File: src/rtl/serdes_pkg.sv
// Shared SERDES definitions: receive FSM states, line idle level and frame length.
// The frame length grows by one bit when RX_PARITY_EN is compiled in.
package serdes_pkg;

    typedef enum logic [1:0] {
        RX_IDLE = 2'd0,
        RX_DATA = 2'd1,
        RX_PAR  = 2'd2,
        RX_STOP = 2'd3
    } rx_state_e;

    localparam logic LINE_IDLE = 1'b1;

    // start + data + stop, plus the parity bit when present
    function automatic int frame_len(input int data_w, input bit par_en);
        return data_w + 2 + int'(par_en);
    endfunction

endpackage

File: src/rtl/rx_deser10_if.sv
// Receiver-side bus: serial line in, word holding register out with ready/valid and status.
interface rx_deser10_if #(
    parameter int DATA_W = 8
);
    logic              sdata;
    logic [DATA_W-1:0] rx_data;
    logic              rx_valid;
    logic              rx_ready;
    logic              frame_err;
    logic              parity_err;
    logic              overrun;
    logic              ovr_clr;
    logic              busy;
    logic [3:0]        bits_left;

    modport master (
        input  sdata, rx_ready, ovr_clr,
        output rx_data, rx_valid, frame_err, parity_err, overrun, busy, bits_left
    );

    modport slave (
        output sdata, rx_ready, ovr_clr,
        input  rx_data, rx_valid, frame_err, parity_err, overrun, busy, bits_left
    );
endinterface

File: src/rtl/rx_deser10_bitcnt.sv
// Loadable 4-bit down counter of frame bits still to be sampled; saturates at 1.
module rx_bitcnt #(
    parameter logic [3:0] FRAME_LEN = 4'd10
) (
    input  logic       clk,
    input  logic       rst_n,
    input  logic       load,
    input  logic [3:0] load_val,
    input  logic       dec,
    input  logic       reload,
    output logic [3:0] count
);
    logic [3:0] count_q, count_d;

    always_comb begin
        count_d = count_q;
        if (reload) begin
            count_d = FRAME_LEN;
        end else if (load) begin
            count_d = load_val;
        end else if (dec && (count_q > 4'd1)) begin
            count_d = count_q - 4'd1;
        end
    end

    always_ff @(posedge clk or negedge rst_n) begin
        if (!rst_n) begin
            count_q <= FRAME_LEN;
        end else begin
            count_q <= count_d;
        end
    end

    assign count = count_q;
endmodule

File: src/rtl/rx_deser10.sv
// 10-bit framed serial receiver (start, LSB-first data, stop) with a one-word holding register.
// Define RX_PARITY_EN to add an even-parity bit between the data and the stop bit.
module rx_deser10
    import serdes_pkg::*;
#(
    parameter int DATA_W = 8
) (
    input  logic         in,
    input  logic         ResetN,
    rx_deser10_if.master bus
);
`ifdef RX_PARITY_EN
    localparam bit PAR_EN = 1'b1;
`else
    localparam bit PAR_EN = 1'b0;
`endif
    localparam int         FRAME_LEN      = frame_len(DATA_W, PAR_EN);
    localparam logic [3:0] FL4            = 4'(FRAME_LEN);
    localparam logic [3:0] LAST_DATA_LEFT = 4'(FRAME_LEN - DATA_W);

    rx_state_e         state_q, state_d;
    logic [DATA_W-1:0] shreg_q, shreg_d;
    logic [DATA_W-1:0] rx_data_q, rx_data_d;
    logic              rx_valid_q, rx_valid_d;
    logic              frame_err_q, frame_err_d;
    logic              overrun_q, overrun_d;
`ifdef RX_PARITY_EN
    logic              par_bad_q, par_bad_d;
    logic              parity_err_q, parity_err_d;
`endif

    logic       cnt_load, cnt_dec, cnt_reload;
    logic [3:0] bits_left;
    logic       frame_done, accept, drop;

    rx_bitcnt #(
        .FRAME_LEN (FL4)
    ) u_bitcnt (
        .clk      (in),
        .rst_n    (ResetN),
        .load     (cnt_load),
        .load_val (FL4 - 4'd1),
        .dec      (cnt_dec),
        .reload   (cnt_reload),
        .count    (bits_left)
    );

    always_comb begin
        state_d    = state_q;
        shreg_d    = shreg_q;
        cnt_load   = 1'b0;
        cnt_dec    = 1'b0;
        cnt_reload = 1'b0;
        frame_done = 1'b0;
`ifdef RX_PARITY_EN
        par_bad_d  = par_bad_q;
`endif
        case (state_q)
            RX_IDLE: begin
                if (bus.sdata != LINE_IDLE) begin
                    state_d  = RX_DATA;
                    cnt_load = 1'b1;
                end
            end
            RX_DATA: begin
                // shifting right lands the first (LSB) data bit in bit 0 after DATA_W bits
                shreg_d = {bus.sdata, shreg_q[DATA_W-1:1]};
                cnt_dec = 1'b1;
                if (bits_left == LAST_DATA_LEFT) begin
`ifdef RX_PARITY_EN
                    state_d = RX_PAR;
`else
                    state_d = RX_STOP;
`endif
                end
            end
`ifdef RX_PARITY_EN
            RX_PAR: begin
                par_bad_d = bus.sdata ^ (^shreg_q);
                cnt_dec   = 1'b1;
                state_d   = RX_STOP;
            end
`endif
            RX_STOP: begin
                cnt_reload = 1'b1;
                frame_done = 1'b1;
                state_d    = RX_IDLE;
            end
            default: begin
                state_d = RX_IDLE;
            end
        endcase
    end

    always_comb begin
        accept      = rx_valid_q & bus.rx_ready;
        drop        = 1'b0;
        rx_data_d   = rx_data_q;
        rx_valid_d  = rx_valid_q;
        frame_err_d = frame_err_q;
`ifdef RX_PARITY_EN
        parity_err_d = parity_err_q;
`endif
        if (frame_done) begin
            if (!rx_valid_q || accept) begin
                rx_data_d   = shreg_q;
                rx_valid_d  = 1'b1;
                frame_err_d = ~bus.sdata;
`ifdef RX_PARITY_EN
                parity_err_d = par_bad_q;
`endif
            end else begin
                drop = 1'b1;
            end
        end else if (accept) begin
            rx_valid_d = 1'b0;
        end

        // a drop on the same edge as a clear wins
        overrun_d = overrun_q;
        if (drop) begin
            overrun_d = 1'b1;
        end else if (bus.ovr_clr) begin
            overrun_d = 1'b0;
        end
    end

    always_ff @(posedge in or negedge ResetN) begin
        if (!ResetN) begin
            state_q     <= RX_IDLE;
            shreg_q     <= '0;
            rx_data_q   <= '0;
            rx_valid_q  <= 1'b0;
            frame_err_q <= 1'b0;
            overrun_q   <= 1'b0;
        end else begin
            state_q     <= state_d;
            shreg_q     <= shreg_d;
            rx_data_q   <= rx_data_d;
            rx_valid_q  <= rx_valid_d;
            frame_err_q <= frame_err_d;
            overrun_q   <= overrun_d;
        end
    end

`ifdef RX_PARITY_EN
    always_ff @(posedge in or negedge ResetN) begin
        if (!ResetN) begin
            par_bad_q    <= 1'b0;
            parity_err_q <= 1'b0;
        end else begin
            par_bad_q    <= par_bad_d;
            parity_err_q <= parity_err_d;
        end
    end

    assign bus.parity_err = parity_err_q;
`else
    assign bus.parity_err = 1'b0;
`endif

    assign bus.rx_data   = rx_data_q;
    assign bus.rx_valid  = rx_valid_q;
    assign bus.frame_err = frame_err_q;
    assign bus.overrun   = overrun_q;
    assign bus.busy      = (state_q != RX_IDLE);
    assign bus.bits_left = bits_left;
endmodule

File: src/flat_wrapper.sv
// flat-port wrapper written by rule: the top's interface ports become plain ports
module rx_deser10_flat import serdes_pkg::*;
#(
    parameter int DATA_W = 8
)
  (in, ResetN, bus_sdata, bus_rx_ready, bus_ovr_clr, bus_rx_data, bus_rx_valid, bus_frame_err, bus_parity_err, bus_overrun, bus_busy, bus_bits_left);
  rx_deser10_if #(.DATA_W(DATA_W)) bus_i ();
  input  logic in;
  input  logic ResetN;
  input wire logic [$bits(bus_i.sdata)-1:0] bus_sdata;
  input wire logic [$bits(bus_i.rx_ready)-1:0] bus_rx_ready;
  input wire logic [$bits(bus_i.ovr_clr)-1:0] bus_ovr_clr;
  output wire logic [$bits(bus_i.rx_data)-1:0] bus_rx_data;
  output wire logic [$bits(bus_i.rx_valid)-1:0] bus_rx_valid;
  output wire logic [$bits(bus_i.frame_err)-1:0] bus_frame_err;
  output wire logic [$bits(bus_i.parity_err)-1:0] bus_parity_err;
  output wire logic [$bits(bus_i.overrun)-1:0] bus_overrun;
  output wire logic [$bits(bus_i.busy)-1:0] bus_busy;
  output wire logic [$bits(bus_i.bits_left)-1:0] bus_bits_left;
  assign bus_i.sdata = bus_sdata;
  assign bus_i.rx_ready = bus_rx_ready;
  assign bus_i.ovr_clr = bus_ovr_clr;
  assign bus_rx_data = bus_i.rx_data;
  assign bus_rx_valid = bus_i.rx_valid;
  assign bus_frame_err = bus_i.frame_err;
  assign bus_parity_err = bus_i.parity_err;
  assign bus_overrun = bus_i.overrun;
  assign bus_busy = bus_i.busy;
  assign bus_bits_left = bus_i.bits_left;
  rx_deser10 #(.DATA_W(DATA_W)) u_core (.in(in), .ResetN(ResetN), .bus(bus_i));
endmodule
File: config.mk
export PLATFORM = sky130hd
export DESIGN_NAME = rx_deser10_flat
export DESIGN_NICKNAME = d
export VERILOG_FILES = /design/src/rtl/serdes_pkg.sv /design/src/rtl/rx_deser10_if.sv /design/src/rtl/rx_deser10_bitcnt.sv /design/src/rtl/rx_deser10.sv /design/src/flat_wrapper.sv
export SDC_FILE = /design/constraint.sdc
export NUM_CORES = 1
export LEC_CHECK = 0
export CORE_MARGIN = 10
export CORE_UTILIZATION = 54
export DETAILED_ROUTE_END_ITERATION = 10
export PLACE_DENSITY = 0.88
export SETUP_SLACK_MARGIN = 0.05
export SLEW_MARGIN = 20
export SYNTH_ARGS = -nofsm -noshare
export SYNTH_HDL_FRONTEND = slang
export SYNTH_SLANG_ARGS = --single-unit
File: constraint.sdc
create_clock -name in -period 3.91 [get_ports in]
set_clock_uncertainty 0.05 [all_clocks]
set_input_delay 0.9775 -clock in [delete_from_list [all_inputs] [get_ports in]]
set_output_delay 0.9775 -clock in [all_outputs]
set_load 0.01 [all_outputs]
==> flow_metrics.py, run 1 <==
metrics = {
    "run_status": {
        "outcome": "completed",
    },
    "worst_setup_path": {
        "crit_fanout": 10,
        "critPathRequiredTime_ns": 2.88,
        "worst-setup-path-type": "reg -> out",
        "startpoint": "u_core.state_q[1]",
        "slowest_stage": "dfrtp_1",
        "cpLargestDelayFamily": "flip-flops",
        "crit_chain": "or2_2 -> clkdlybuf4s50_1",
        "r2r_start": "u_core.state_q[0]",
        "path_buf_inv": 1,
        "endpoint_kind": "output pin",
        "arrival_ns": 1.64,
        "start_kind": "flop",
        "max_stage_delay_ns": 0.51,
    },
    "place": {
        "portBuffers": 20,
        "dpl-instance-area_um2": 1350,
        "routabilityCongestion": 0.7713,
        "dp_hpwl_um": 1713,
    },
    "clocking": {
        "cts.sinks": 25,
        "cts_buffer_depth": 2,
        "numCtsBuffers": 3,
        "cts.htree.levels": 1,
        "post_cts_buffers": 0,
        "insertion_delay_ns": 0.31,
        "cts-root-buf": "clkbuf_4",
        "cts_tree": "done",
        "cts_resized": 0,
        "clk_pin_slew_ns": 0.13,
        "hold_buffers": 0,
    },
    "detailed_routing": {
        "wl_um": 2262,
        "drt_first_iter_violations": 16,
        "drt-pass1-iter-count": 4,
        "drc": 0,
        "wire_per_inst_um": 15.18,
        "postRouteAntennaNets": 0,
        "num_vias": 793,
        "vias_per_cell": 5.322,
    },
    "synth": {
        "syn_area_um2": 1160,
        "synth_edf_count": 0,
        "syn_area_per_cell_um2": 11.26,
        "synth_most_common_cell": "nand2_1",
        "synth-seq-cells": 25,
        "synth_cells": 103,
        "synth_top_cell_area_share": 0.4962,
        "yosysSeqAreaShare": 0.5415,
        "syn_nets": 111,
        "ys_async_sr_fraction": 1.000,
        "yosysWarnings": 0,
        "yosysTopAreaCell": "dfrtp_1",
        "netlist_top_cells_count": "26 x nand2_1, 23 x dfrtp_1, 8 x mux2_4",
        "ys.flop_type": "dfrtp_1",
        "ys_top_cells_by_area": "dfrtp_1 50%, mux2_4 10%, nand2_1 8.4%, dfstp_2 4.5%, ha_1 3.2%",
        "synth_cell_types": 33,
    },
    "global_routing": {
        "global_route.usage.met2": 0.1746,
        "grt_pass1_vias": 788,
        "grt_max_degree": 26,
        "antenna_found_initial": 0,
        "grt_pass1_wl_um": 3691,
        "grtUsageMet3": 0.03220,
        "gr-max-usage-layer": "met2",
        "overflow": 0,
        "grt_use_met1": 0.1306,
        "track_usage": 0.1056,
    },
    "pwr": {
        "clkPwrFrac": 0.092,
        "p_int_mw": 0.7624,
        "power_density_nw_per_um2": 904.1,
        "p_seq_frac": 0.416,
        "comb_power_share": 0.492,
        "switching_share": 0.3851,
        "irDropWorstVdd_mv": 0.5464,
        "p_leak_nw": 0.6479,
        "p_sw_mw": 0.4774,
    },
    "sta": {
        "maxSlewViolCount": 0,
        "maxSlewHeadroom": 0.4833,
        "fmax_mhz": 375.1,
        "min_period_ns": 2.666,
        "setup_violations": 0,
        "rsz0062_at_grt": "false",
        "finalSetupTns_ns": 0,
        "period_share": 0.6819,
        "hold_viol": 0,
        "hold_ws_ns": 0.4652,
        "worst_pin_slew_ns": 0.7735,
    },
    "cells_and_area": {
        "postLayoutCellArea_um2": 1371,
        "diodes": 0,
        "final_layout_size_suffix_gt1_frac": 0.1639,
        "syn_to_final_growth_pct": 18.23,
        "nNetsFinal": 131,
        "fillCellCount": 156,
    },
    "floorplan": {
        "design.die.area_um2": 4402,
        "start_util": 0.5794,
        "core.rowCount": 16,
        "io-pin-count": 22,
        "dieWidth_um": 66.35,
        "fp.dieH_um": 66.35,
        "core_um2": 2002,
    },
    "min_path": {
        "hold_path.class": "reg -> reg",
        "hold_start": "u_core.shreg_q[3]",
    },
    "run": {
        "cap_violations": 0,
    },
}
cell families after synthesis:
| family | count (synthesis) | synth area share |
|---|---|---|
| simple gates | 42 | 0.1715 |
| compound gates | 11 | 0.07228 |
| flops | 25 | 0.5415 |
| mux | 10 | 0.1219 |
| fa+ha+maj | 3 | 0.03237 |
| other cells | 1 | 0.003233 |
| buf+inv | 11 | 0.05717 |
layout make-up:
cell class                      count  area (µm²)  area share
Tap cell                           27       33.78     0.02463
Clock buffer                        4       26.28     0.01916
Timing Repair Buffer               20       195.2      0.1423
Inverter                            6       22.52     0.01642
Sequential cell                    25       628.1      0.4580
Multi-Input combinational cell     67       465.4      0.3394
state kept, by name (all words and copies together) (netlist names):
signal,cells
u_core.bus.rx_valid,1
u_core.u_bitcnt.count,4
u_core.shreg_q,8
u_core.bus.rx_data,8
u_core.bus.frame_err,1
u_core.bus.overrun,1
u_core.state_q,2
stage by stage:
step	setup WS, ns	cells	total power, mW	util
detailed placement	1.453	145	1.137	0.6744
global route	1.178	149	1.330	0.6850
floorplan	2.057	103	0.9001	-
global placement	1.495	145	1.100	0.6744
CTS	1.235	149	1.251	0.6875
finish	1.244	149	1.240	0.6850
power groups by stage:
stage	Clock (mW)	Sequential, mW	Combinational (mW)
final	0.114	0.516	0.610
after floorplan	0	0.521	0.379
after CTS	0.116	0.514	0.622
after global placement	0	0.512	0.588
after detailed placement	0	0.520	0.617
after global routing	0.121	0.534	0.675
worst register-to-register path, cell delays in order (launching register included):
cell      delay, ns
dfrtp_1        0.51
nor2b_1        0.67
o311ai_0       0.27
o311a_1        0.18
final timing paths:
check / end / slack, ns / depth (start not counted)
min in group asynchronous: u_core.bus.overrun / 0.57 / 1
min reg2reg: u_core.shreg_q[2] / 0.47 / 2
max reg2reg: u_core.u_bitcnt.count[1] / 2.17 / 3
min: u_core.shreg_q[2] / 0.47 / 2
max in group asynchronous: u_core.u_bitcnt.count[3] / 2.87 / 1
max: bus_busy / 1.24 / 2
cells in the final DEF, fill, tap and decap left out, types with 2 or more instances in the layout:
cell type,netlist,routed
a21oi_1,3,3
nand2b_1,2,2
clkbuf_4,0,3
nand2_1,26,26
mux2_4,8,8
nor2_1,3,3
dfstp_2,2,2
inv_1,5,5
nor3_1,3,3
clkdlybuf4s50_1,0,19
o21ai_0,2,2
ha_1,3,3
dfrtp_1,23,23
routing by layer:
layer | up-vias | part of all wire
li1 | 381 | -
met1 | 386 | 0.43
met2 | 22 | 0.50
met5 | - | 0
met3 | 4 | 0.063
met4 | 0 | 0.0080
(Power assumes the default switching activity.)
==> run 2: changes to the inputs <==
CORE_UTILIZATION = 50   (was 54)
PLACE_DENSITY = 0.83   (was 0.88)
clock period = 2.7 ns   (was 3.91 ns; I/O delays follow)
==> flow_metrics.py, run 2 (synthesized netlist as in run 1, its figures left out) <==
metrics = {
    "global_routing": {
        "antenna_found_initial": 0,
        "global_route.usage.met2": 0.1744,
        "track_usage": 0.1082,
        "grt_pass1_wl_um": 3877,
        "grt_max_degree": 16,
        "grt_pass1_vias": 813,
        "grtUsageMet3": 0.04241,
        "grt_use_met1": 0.1248,
        "gr-max-usage-layer": "met2",
        "overflow": 0,
    },
    "pwr": {
        "power_density_nw_per_um2": 1296,
        "irDropWorstVdd_mv": 0.8101,
        "p_leak_nw": 0.6516,
        "power_mw": 1.799,
    },
    "clocking": {
        "cts.sinks": 25,
        "cts-root-buf": "clkbuf_4",
        "cts.htree.levels": 1,
        "cts_tree": "done",
        "cts_resized": 0,
        "post_cts_buffers": 0,
        "insertion_delay_ns": 0.32,
        "hold_buffers": 0,
        "clk_pin_slew_ns": 0.15,
        "numCtsBuffers": 3,
        "cts_buffer_depth": 2,
    },
    "detailed_routing": {
        "drt_first_iter_violations": 19,
        "drt-pass1-iter-count": 4,
        "postRouteAntennaNets": 0,
        "wire_per_inst_um": 15.26,
        "num_vias": 792,
        "vias_per_cell": 5.245,
        "drc": 0,
        "wl_um": 2305,
    },
    "floorplan": {
        "io-pin-count": 22,
        "core_um2": 2212,
        "fp.dieH_um": 68.17,
        "start_util": 0.5243,
        "dieWidth_um": 68.17,
        "design.die.area_um2": 4646,
        "core.rowCount": 17,
    },
    "worst_setup_path": {
        "start_kind": "flop",
        "max_stage_delay_ns": 0.51,
        "crit_fanout": 10,
        "slowest_stage": "dfrtp_1",
        "path_buf_inv": 1,
        "crit_chain": "or2_2 -> clkdlybuf4s50_1",
        "endpoint_kind": "output pin",
        "critPathRequiredTime_ns": 1.98,
        "worst-setup-path-type": "reg -> out",
        "arrival_ns": 1.65,
        "cpLargestDelayFamily": "flip-flops",
    },
    "cells_and_area": {
        "nNetsFinal": 132,
        "diodes": 0,
        "final_common_cell": "nand2_1",
        "syn_to_final_growth_pct": 19.74,
        "final_cell_mix": "26 x nand2_1, 23 x dfrtp_1, 20 x clkdlybuf4s50_1, 8 x mux2_4, 5 x inv_1",
        "final_layout_size_suffix_gt1_frac": 0.1707,
    },
    "place": {
        "dp_hpwl_um": 1785,
        "place_ws_ns": 0.5274,
        "routabilityCongestion": 0.7633,
        "portBuffers": 20,
    },
    "run_status": {
        "outcome": "completed",
    },
    "run": {
        "cap_violations": 0,
    },
    "min_path": {
        "hold_path.class": "reg -> reg",
    },
    "sta": {
        "min_period_ns": 2.374,
        "worst_pin_slew_ns": 0.7680,
        "maxSlewHeadroom": 0.4869,
        "maxSlewViolCount": 0,
        "setup_ws_ns": 0.3260,
        "fmax_mhz": 421.2,
        "hold_viol": 0,
        "setup_violations": 0,
        "finalSetupTns_ns": 0,
        "rsz0062_at_grt": "false",
        "period_share": 0.8793,
    },
}
run 2: cell types whose count changed in the layout (fill, tap and decap cells not counted), sizes merged:
cell | previous run | this run
clkbuf | 4 | 3
clkdlybuf4s50 | 19 | 20
clkinvlp | 0 | 1
run 2: final timing paths:
check | startpoint | end | slack [ns] | cells after the start
setup reg to reg | u_core.state_q[0] | u_core.u_bitcnt.count[1] | 0.93 | 3
setup / recovery | u_core.state_q[1] | bus_busy | 0.33 | 2
hold reg to reg | u_core.shreg_q[0] | u_core.shreg_q[0] | 0.46 | 2
min in group asynchronous | ResetN | u_core.bus.rx_data[4] | 0.62 | 1
hold / removal | u_core.shreg_q[0] | u_core.shreg_q[0] | 0.46 | 2
max in group asynchronous | ResetN | u_core.u_bitcnt.count[1] | 1.31 | 2
run 2: cell type report:
class	instances	area [µm²]
Tap cell	28	35.03
Inverter	6	22.52
Sequential cell	25	628.1
Clock inverter	1	7.507
Multi-Input combinational cell	67	465.4
Clock buffer	3	22.52
Timing Repair Buffer	21	207.7
Fill cell	185	823.3
run 2: layer usage:
metal  share of wire  vias up  wire, µm
li1                -      384         -
met1            0.43      390       996
met2            0.48       14      1096
met3           0.077        4       177
met4           0.015        0        34
met5               0        -         0
run 2: per-stage QoR:
| stage | hold WS (ns) | instances | instance area, µm² | util |
|---|---|---|---|---|
| 6_report | 0.4561 | 151 | 1389 | 0.6278 |
| 5_1_grt | 0.5076 | 151 | 1389 | 0.6278 |
| 4_1_cts | 0.4669 | 151 | 1389 | 0.6278 |
| 3_5_place_dp | 0.4330 | 147 | 1359 | 0.6143 |
| 3_3_place_gp | 0.4087 | 147 | 1359 | 0.6143 |
| 2_1_floorplan | 0.3294 | 103 | 1160 | - |
run 2: where the power goes:
part	total [mW]	internal, mW	switching, mW
clock network	0.170	0.0566	0.113
registers	0.749	0.569	0.180
logic	0.881	0.479	0.401
run 2: worst reg2reg max path: stages (launching register included):
cell      delay [ns]
dfrtp_1         0.53
nor2b_1         0.67
o311ai_0        0.27
o311a_1         0.18
